==> src/rtl/rx_frame_timer.sv <==
// Oversampling frame timer for the UART receiver. It counts clocks per bit and bits per frame
// for one configurable frame, then parks in DONE until enable drops.
module rx_frame_timer #(
  parameter int PRESC_W = 6,
  parameter int BIT_W   = 4
) (
  input  logic               clk,
  input  logic               rst,
  input  logic               enable,
  input  logic [PRESC_W-1:0] prescale,
  input  logic [3:0]         data_len,
  input  logic               parity_en,
  input  logic               stop2,
  output logic [PRESC_W-1:0] edge_cnt,
  output logic [BIT_W-1:0]   bit_cnt,
  output logic               sample_stb,
  output logic [1:0]         sample_idx,
  output logic               bit_done,
  output logic               frame_done,
  output logic               busy,
  output logic               presc_err
);

  typedef enum logic [1:0] {IDLE, COUNT, DONE, ERR} state_t;

  localparam logic [PRESC_W-1:0] P_ONE  = PRESC_W'(1);
  localparam logic [PRESC_W-1:0] P_MIN  = PRESC_W'(4);
  localparam logic [BIT_W-1:0]   B_ONE  = BIT_W'(1);

  state_t             state, state_d;
  logic [PRESC_W-1:0] p_lat, p_d, edge_d;
  logic [BIT_W-1:0]   nb_lat, nb_d, bit_d;
  logic               err_d;
  logic [3:0]         dl_c;
  logic [BIT_W-1:0]   frame_len;
  logic [PRESC_W-1:0] centre, c_lo, c_hi;
  logic               last_edge, last_bit, in_count;

  // Frame length = start + clamped data bits + optional parity + one or two stop bits.
  always_comb begin
    if (data_len < 4'd5)      dl_c = 4'd5;
    else if (data_len > 4'd8) dl_c = 4'd8;
    else                      dl_c = data_len;
  end

  assign frame_len = BIT_W'(dl_c) + BIT_W'(parity_en) + BIT_W'(stop2) + BIT_W'(2);

  assign centre    = p_lat >> 1;
  assign c_lo      = centre - P_ONE;
  assign c_hi      = centre + P_ONE;
  assign in_count  = (state == COUNT);
  assign last_edge = (edge_cnt == p_lat - P_ONE);
  assign last_bit  = (bit_cnt == nb_lat - B_ONE);

  // NOTE: every signal written here gets a default first, so no path can leave one
  // unassigned and infer a latch.
  always_comb begin
    state_d    = state;
    edge_d     = edge_cnt;
    bit_d      = bit_cnt;
    err_d      = presc_err;
    p_d        = p_lat;
    nb_d       = nb_lat;
    sample_stb = 1'b0;
    sample_idx = 2'd0;
    bit_done   = 1'b0;
    frame_done = 1'b0;
    busy       = in_count;

    if (in_count) begin
      sample_stb = (edge_cnt >= c_lo) && (edge_cnt <= c_hi);
      if (sample_stb) sample_idx = 2'(edge_cnt - c_lo);
      bit_done   = last_edge;
      frame_done = last_edge && last_bit;
    end

    // Dropping enable wins over everything, including a coincident frame_done.
    if (!enable) begin
      state_d = IDLE;
      edge_d  = '0;
      bit_d   = '0;
      err_d   = 1'b0;
    end else begin
      unique case (state)
        IDLE: begin
          p_d   = prescale;
          nb_d  = frame_len;
          bit_d = '0;
          if (prescale < P_MIN) begin
            state_d = ERR;
            err_d   = 1'b1;
            edge_d  = '0;
          end else begin
            // The enabling edge itself is edge 0 of the start bit.
            state_d = COUNT;
            edge_d  = P_ONE;
          end
        end
        COUNT: begin
          if (last_edge) begin
            edge_d = '0;
            if (last_bit) begin
              state_d = DONE;
              bit_d   = '0;
            end else begin
              bit_d = bit_cnt + B_ONE;
            end
          end else begin
            edge_d = edge_cnt + P_ONE;
          end
        end
        DONE, ERR: begin
          edge_d = '0;
          bit_d  = '0;
        end
        default: state_d = IDLE;
      endcase
    end
  end

  // NOTE: sequential state uses non-blocking assignments so every register samples
  // the pre-edge values computed above, independent of statement order.
  always_ff @(posedge clk or negedge rst) begin
    if (!rst) begin
      state     <= IDLE;
      edge_cnt  <= '0;
      bit_cnt   <= '0;
      presc_err <= 1'b0;
      p_lat     <= '0;
      nb_lat    <= '0;
    end else begin
      state     <= state_d;
      edge_cnt  <= edge_d;
      bit_cnt   <= bit_d;
      presc_err <= err_d;
      p_lat     <= p_d;
      nb_lat    <= nb_d;
    end
  end

endmodule

==> config.mk <==
export PLATFORM = sky130hd
export DESIGN_NAME = rx_frame_timer
export DESIGN_NICKNAME = d
export VERILOG_FILES = /design/src/rtl/rx_frame_timer.sv
export SDC_FILE = /design/constraint.sdc
export NUM_CORES = 1
export LEC_CHECK = 0
export ABC_AREA = 1
export BUFFER_PORTS_ARGS = -buffer_cell sky130_fd_sc_hd__clkbuf_2
export CAP_MARGIN = 5
export CORE_MARGIN = 4
export CORE_UTILIZATION = 35
export CTS_BUF_LIST = sky130_fd_sc_hd__clkbuf_8
export CTS_CLUSTER_SIZE = 10
export DETAILED_ROUTE_END_ITERATION = 8
export GPL_TIMING_DRIVEN = 0
export PLACE_DENSITY = 0.6
export SKIP_CTS_REPAIR_TIMING = 1
export SLEW_MARGIN = 0
export SYNTH_ARGS = -nofsm -noshare
export SYNTH_HDL_FRONTEND = slang
export SYNTH_SLANG_ARGS = --single-unit
==> constraint.sdc <==
create_clock -name clk -period 2.15 [get_ports clk]
set_input_delay 0.43 -clock clk [delete_from_list [all_inputs] [get_ports clk]]
set_output_delay 0.43 -clock clk [all_outputs]
set_load 0.01 [all_outputs]
**Word-level counts from Yosys, hierarchy flattened**

Index checks and enable logic that the tools add are counted.

- Register bits after elaboration: 23
- Input bits: 15

- Add/subtract/negate cells: 10
- Magnitude comparators: 5
- Equality and inequality tests: 10
- Muxes and demuxes: 23
- Reductions and logical operators: 8

Operators with widths:

| operator | count |
|---|---|
| 4-bit two-way mux | 5 |
| 6-bit case mux with 3 select lines | 1 |
| 2-bit two-way mux | 6 |
| 6-bit two-way mux | 2 |
| 4-bit by 1-bit adder with 4-bit output | 2 |
| 4-bit case mux with 2 select lines | 1 |
| 1-bit two-way mux | 7 |
| 5-bit by 1-bit adder with 6-bit output, second input constant | 1 |
| 6-bit by 1-bit adder with 6-bit output, second input constant | 1 |
| 6-bit == test | 1 |
| 6-bit >= comparator | 1 |
| 6-bit <= comparator | 1 |
| 6-bit by 3-bit < comparator with 1-bit output, second input constant | 1 |
| 3-bit by 2-bit inequality test with 1-bit output, second input constant | 2 |
| 5-bit by 1-bit subtractor with 6-bit output, second input constant | 1 |
| 6-bit by 1-bit subtractor with 6-bit output, second input constant | 1 |
| 4-bit by 1-bit adder with 4-bit output, second input constant | 1 |
| 4-bit by 2-bit adder with 4-bit output, second input constant | 1 |
| 2-bit == test, second input constant | 2 |
| 4-bit == test | 1 |
| 4-bit > comparator, second input constant | 1 |
| 4-bit by 3-bit < comparator with 1-bit output, second input constant | 1 |
| 2-bit by 1-bit inequality test with 1-bit output, second input constant | 2 |
| 2-bit case mux with 2 select lines | 1 |
| other kinds (10) | 12 |

**Logic depth before layout (Yosys ltp)**

- Depth after elaboration: 6
- Mapped depth: 13
- Gate-level depth less buffers: 13

**Worst setup path before layout**

Ideal clock, no wire load.

- Path type: register to output
- Start point: register p_lat[1]
- End point: output sample_idx[0]
- Arrival: 1.891 ns
- Data required time: 1.720 ns
- Setup slack: -0.171 ns
- Stages on the path, launching flop included: 13
- Path buffers: 0
- Cells stage by stage: dfrtp_1 > inv_1 > ha_1 > nand2_2 > nor2_4 > xor2_1 > ha_1 > nand2_1 > inv_1 > nand3b_1 > o2111ai_1 > nand2_1 > nor3_1

- Cells in the longest elaborated chain, start to end: 5
- Elaborated cells between the ends (all ways): 8
- Those cells by class: 3 x add/sub; 2 x order compare; 2 x mux; 1 x reduce/logical

Ends and longest elaborated chain:

| element | line | RTL |
|---|---|---|
| start: declaration | 31 | `logic [PRESC_W-1:0] p_lat, p_d, edge_d;` |
| start signal: assignment | 136 | `p_lat <= p_d;` |
| 5-bit by 1-bit subtractor with 6-bit output or 5-bit by 1-bit adder with 6-bit output (tied branches) | 49, 50 |  |
| 6-bit >= comparator or 6-bit <= comparator (tied branches) | 71 | `sample_stb = (edge_cnt >= c_lo) && (edge_cnt <= c_hi);` |
| 1-bit logical AND | 71 |  |
| 2-bit two-way mux (*) | 72 | `if (sample_stb) sample_idx = 2'(edge_cnt - c_lo);` |
| 2-bit two-way mux (*) | 70 | `if (in_count) begin` |
| end: declaration | 17 | `output logic [1:0] sample_idx,` |

Every way passes the cells marked *; elsewhere a longest branch is shown, timed or not.

**Final worst setup path**

- Start point: register p_lat[2]
- End point: output sample_idx[1]

The elaborated chain is that of the path after synthesis.

==> metrics.md <==
| Metric | Value |
|---|---|
| Crit path launch type | `flop` |
| Setup Skew | `0.00258 ns` |
| Register area | `578 um2` |
| Worst EP required | `1.72 ns` |
| Post-synth net total | `301` |
| PnR worst setup slack | `-0.510 ns` |
| Worst r2r path cells | `11` |
| Sw frac | `0.451` |
| Clock share of power | `0.137` |
| Layout fillers | `roughly 550` |
| CTS tree | `built` |
| Dpl hpwl | `between 3 and 4 mm` |
| Most common cell in the netlist | `nand2_1` |
| Logic pwr share | `0.579` |
| Cell variety after synth | `28` |
| R2r endpoint | `bit_cnt[3]$_DFFE_PN0P_` |
| Final Hold Viols | `0` |
| Max Fclk | `376 MHz` |
| Count of final setup violators | `5` |
| Worst vdd ir | `0.309 mV` |
| Crit-path max FO | `5` |
| Yosys reg bits | `23` |
| Final slew viol count | `0` |
| Synth top area share | `0.299` |
| Fin crit share | `1.24` |
| Clock buffer depth | `2` |
| Reg clk slew, reported paths | `about 0.09 ns` |
| Nets | `343` |
| RSZ-0062 raised after global routing | `yes` |
| P_leak | `1.26 nW` |
| PortBufs | `31` |
| Initial Utilization | `0.370` |
| FP Rows | `26` |
| Vias per cell | `4.70` |
| Clk sink count | `23` |
| Area contributors post-synth | `dfrtp_1 30%, nand2_1 13%, ha_1 12%` |
| Fraction of power consumed by sequential logic | `0.284` |
| Crit. End Element | `output port` |
| Die width | `82.2 um` |
| CTS Root Cell | `clkbuf_8` |
| Gr usage total | `0.148` |
| Worst r2r src | `p_lat[1]$_DFFE_PN0P_` |
| Multi-input logic area | `1250 um2` |
| Synth top cells by count | `66 x nand2_1, 48 x inv_1, 23 x dfrtp_1, 23 x nand3_1, 21 x nor2_1` |
| Top-level I/O count | `32` |
| Syn Area/Cell | `7.27 um2` |
| Net Sw Power | `around 950 uW` |
| Final Wtd Congestion | `0.775` |
| Area leader, netlist | `dfrtp_1` |
| DR DRC count | `0` |
| Vias in the first global route | `1701` |
| Cell area power density | `roughly 880 nW/um2` |
| Largest net degree at the start of global routing | `24` |
| Post-synth top flop | `dfrtp_1` |
| Setup TNS | `-2.11 ns` |
| CP arrival | `approximately 2.2 ns` |
| DRT Pass-1 Iters | `4` |
| DRT Wirelength | `4.50 mm` |
| HP Class | `input pin to asynchronous set/reset pin` |
| Total design power | `between 2 and 2.5 mW` |
| R2R Setup Slk | `0.29 ns` |
| Die height | `82.2 um` |
| Die area | `around 6800 um2` |
| Max_cap viols | `0` |
| Vias | `1768` |
| Share of flip-flops with an asynchronous set or reset | `1.00` |
| Antenna fix cells | `0` |
| Share of layout cells above drive strength 1 | `0.248` |
| Clock Latency Late Sink | `0.27 ns` |
| Mapped Area | `between 1500 and 2000 um2` |
| Register area share after synthesis | `0.299` |
| Area growth syn-to-layout | `24.2%` |
| Crit. Startpoint | `p_lat[2]$_DFFE_PN0P_` |
| Min cycle time layout | `2.66 ns` |
| Initial antenna violation count | `0` |
| CP Class | `flop to output port` |
| Outcome | `finished, violations left` |
| Worst Tran Pin Value | `0.587 ns` |
| Inserted Clock Buffers | `3` |
| Initial DRC Count | `between 70 and 80` |
| Antenna Violating Nets Remaining | `0` |
| DR WL/cell | `about 12 um` |
| EDFF count, synth | `0` |
| First-pass GRT wire length | `7.77 mm` |
| Rel. slew slack | `0.609` |
| Failing checks | `negative setup slack` |
| Placement Setup Slack | `-0.365 ns` |
| YS warnings | `0` |
| Gr ovfl total | `0` |
| Internal Power | `about 1.2 mW` |
| Core ar. | `5200 um2` |
| Cells after synthesis | `265` |
| CTS H-tree lvls | `1` |
routing by layer:
metal | global-route usage | routed length [um] | share of wire
met2 | 0.249 | 2140 | 0.48
met5 | 0 | 0 | 0
met3 | 0.0141 | 83 | 0.018
met4 | 0.0465 | 51 | 0.011
met1 | 0.199 | 2230 | 0.49
worst max-delay path, cell delays in order, from the launching register on:
cell and delay (ns):
dfrtp_2 0.46, clkinv_4 0.11, ha_4 0.19, nand2_2 0.08, nor2_4 0.04, xor2_2 0.14, ha_1 0.29, nand2_2 0.07
inv_2 0.06, nand3b_1 0.08, o2111ai_2 0.09, nand2_2 0.10, nor3_2 0.10, clkbuf_2 0.15
power groups by stage:
stage	Clock (mW)	Sequential (mW)	Combinational (mW)
2_1_floorplan	0	0.575	0.815
3_3_place_gp	0	0.592	0.994
3_5_place_dp	0	0.594	1.03
4_1_cts	0.302	0.586	1.03
5_1_grt	0.317	0.608	1.39
6_report	0.288	0.596	1.22
cells in the final DEF, fill, tap and decap left out, drive strengths merged, types with 3 or more instances in the layout:
cell | netlist | routed
nand2 | 69 | 69
inv | 50 | 48
clkbuf | 1 | 33
nor2 | 25 | 25
nand3 | 24 | 24
dfrtp | 23 | 23
ha | 19 | 19
o21ai | 14 | 14
buf | 2 | 10
xnor2 | 9 | 9
xor2 | 8 | 8
nor3 | 6 | 6
a21oi | 5 | 5
clkinv | 0 | 3
cell type report:
class | count | area share
Timing Repair Buffer | 37 | 0.0852
Tap cell | 70 | 0.0366
Sequential cell | 23 | 0.242
Buffer | 3 | 0.00941
Inverter | 50 | 0.0847
Clock buffer | 3 | 0.0173
Multi-Input combinational cell | 189 | 0.523
Clock inverter | 1 | 0.00209
per-stage QoR:
stage	utilization	cell area (um2)	std cells	hold slack (ns)
2_1_floorplan	-	1950	265	0.134
3_3_place_gp	0.421	2190	366	0.466
3_5_place_dp	0.421	2190	366	0.471
4_1_cts	0.430	2240	370	0.162
5_1_grt	0.460	2390	376	0.193
6_report	0.460	2390	376	0.138
how the worst max path moves through the flow:
stage / to / slack [ns] / cells after the start
finish: sample_idx[1] / -0.51 / 13
floorplan: sample_idx[0] / -0.08 / 11
global placement: sample_idx[0] / -0.36 / 12
CTS: sample_idx[0] / -0.68 / 12
detailed placement: sample_idx[0] / -0.37 / 12
global route: sample_idx[0] / -0.69 / 12
flip-flops by register name, summed over array words and instances, names as in the netlist:
register / flops
presc_err: 1
edge_cnt: 6
bit_cnt: 4
nb_lat: 4
p_lat: 6
state: 2
logic make-up (layout without fill, tap and decap cells):
kind of cell             after synthesis  in the layout  share of synthesized area
flip-flops                            23             23                      0.299
buffers and inverters                 53             94                      0.112
multiplexers                           1              1                    0.00520
XOR/XNOR                              17             17                     0.0773
adder cells (fa/ha/maj)               21             21                      0.144
AO/OA/AOI/OAI                         22             22                     0.0682
AND/OR/NAND/NOR                      128            128                      0.295
Power figures use the tool's default switching activity.
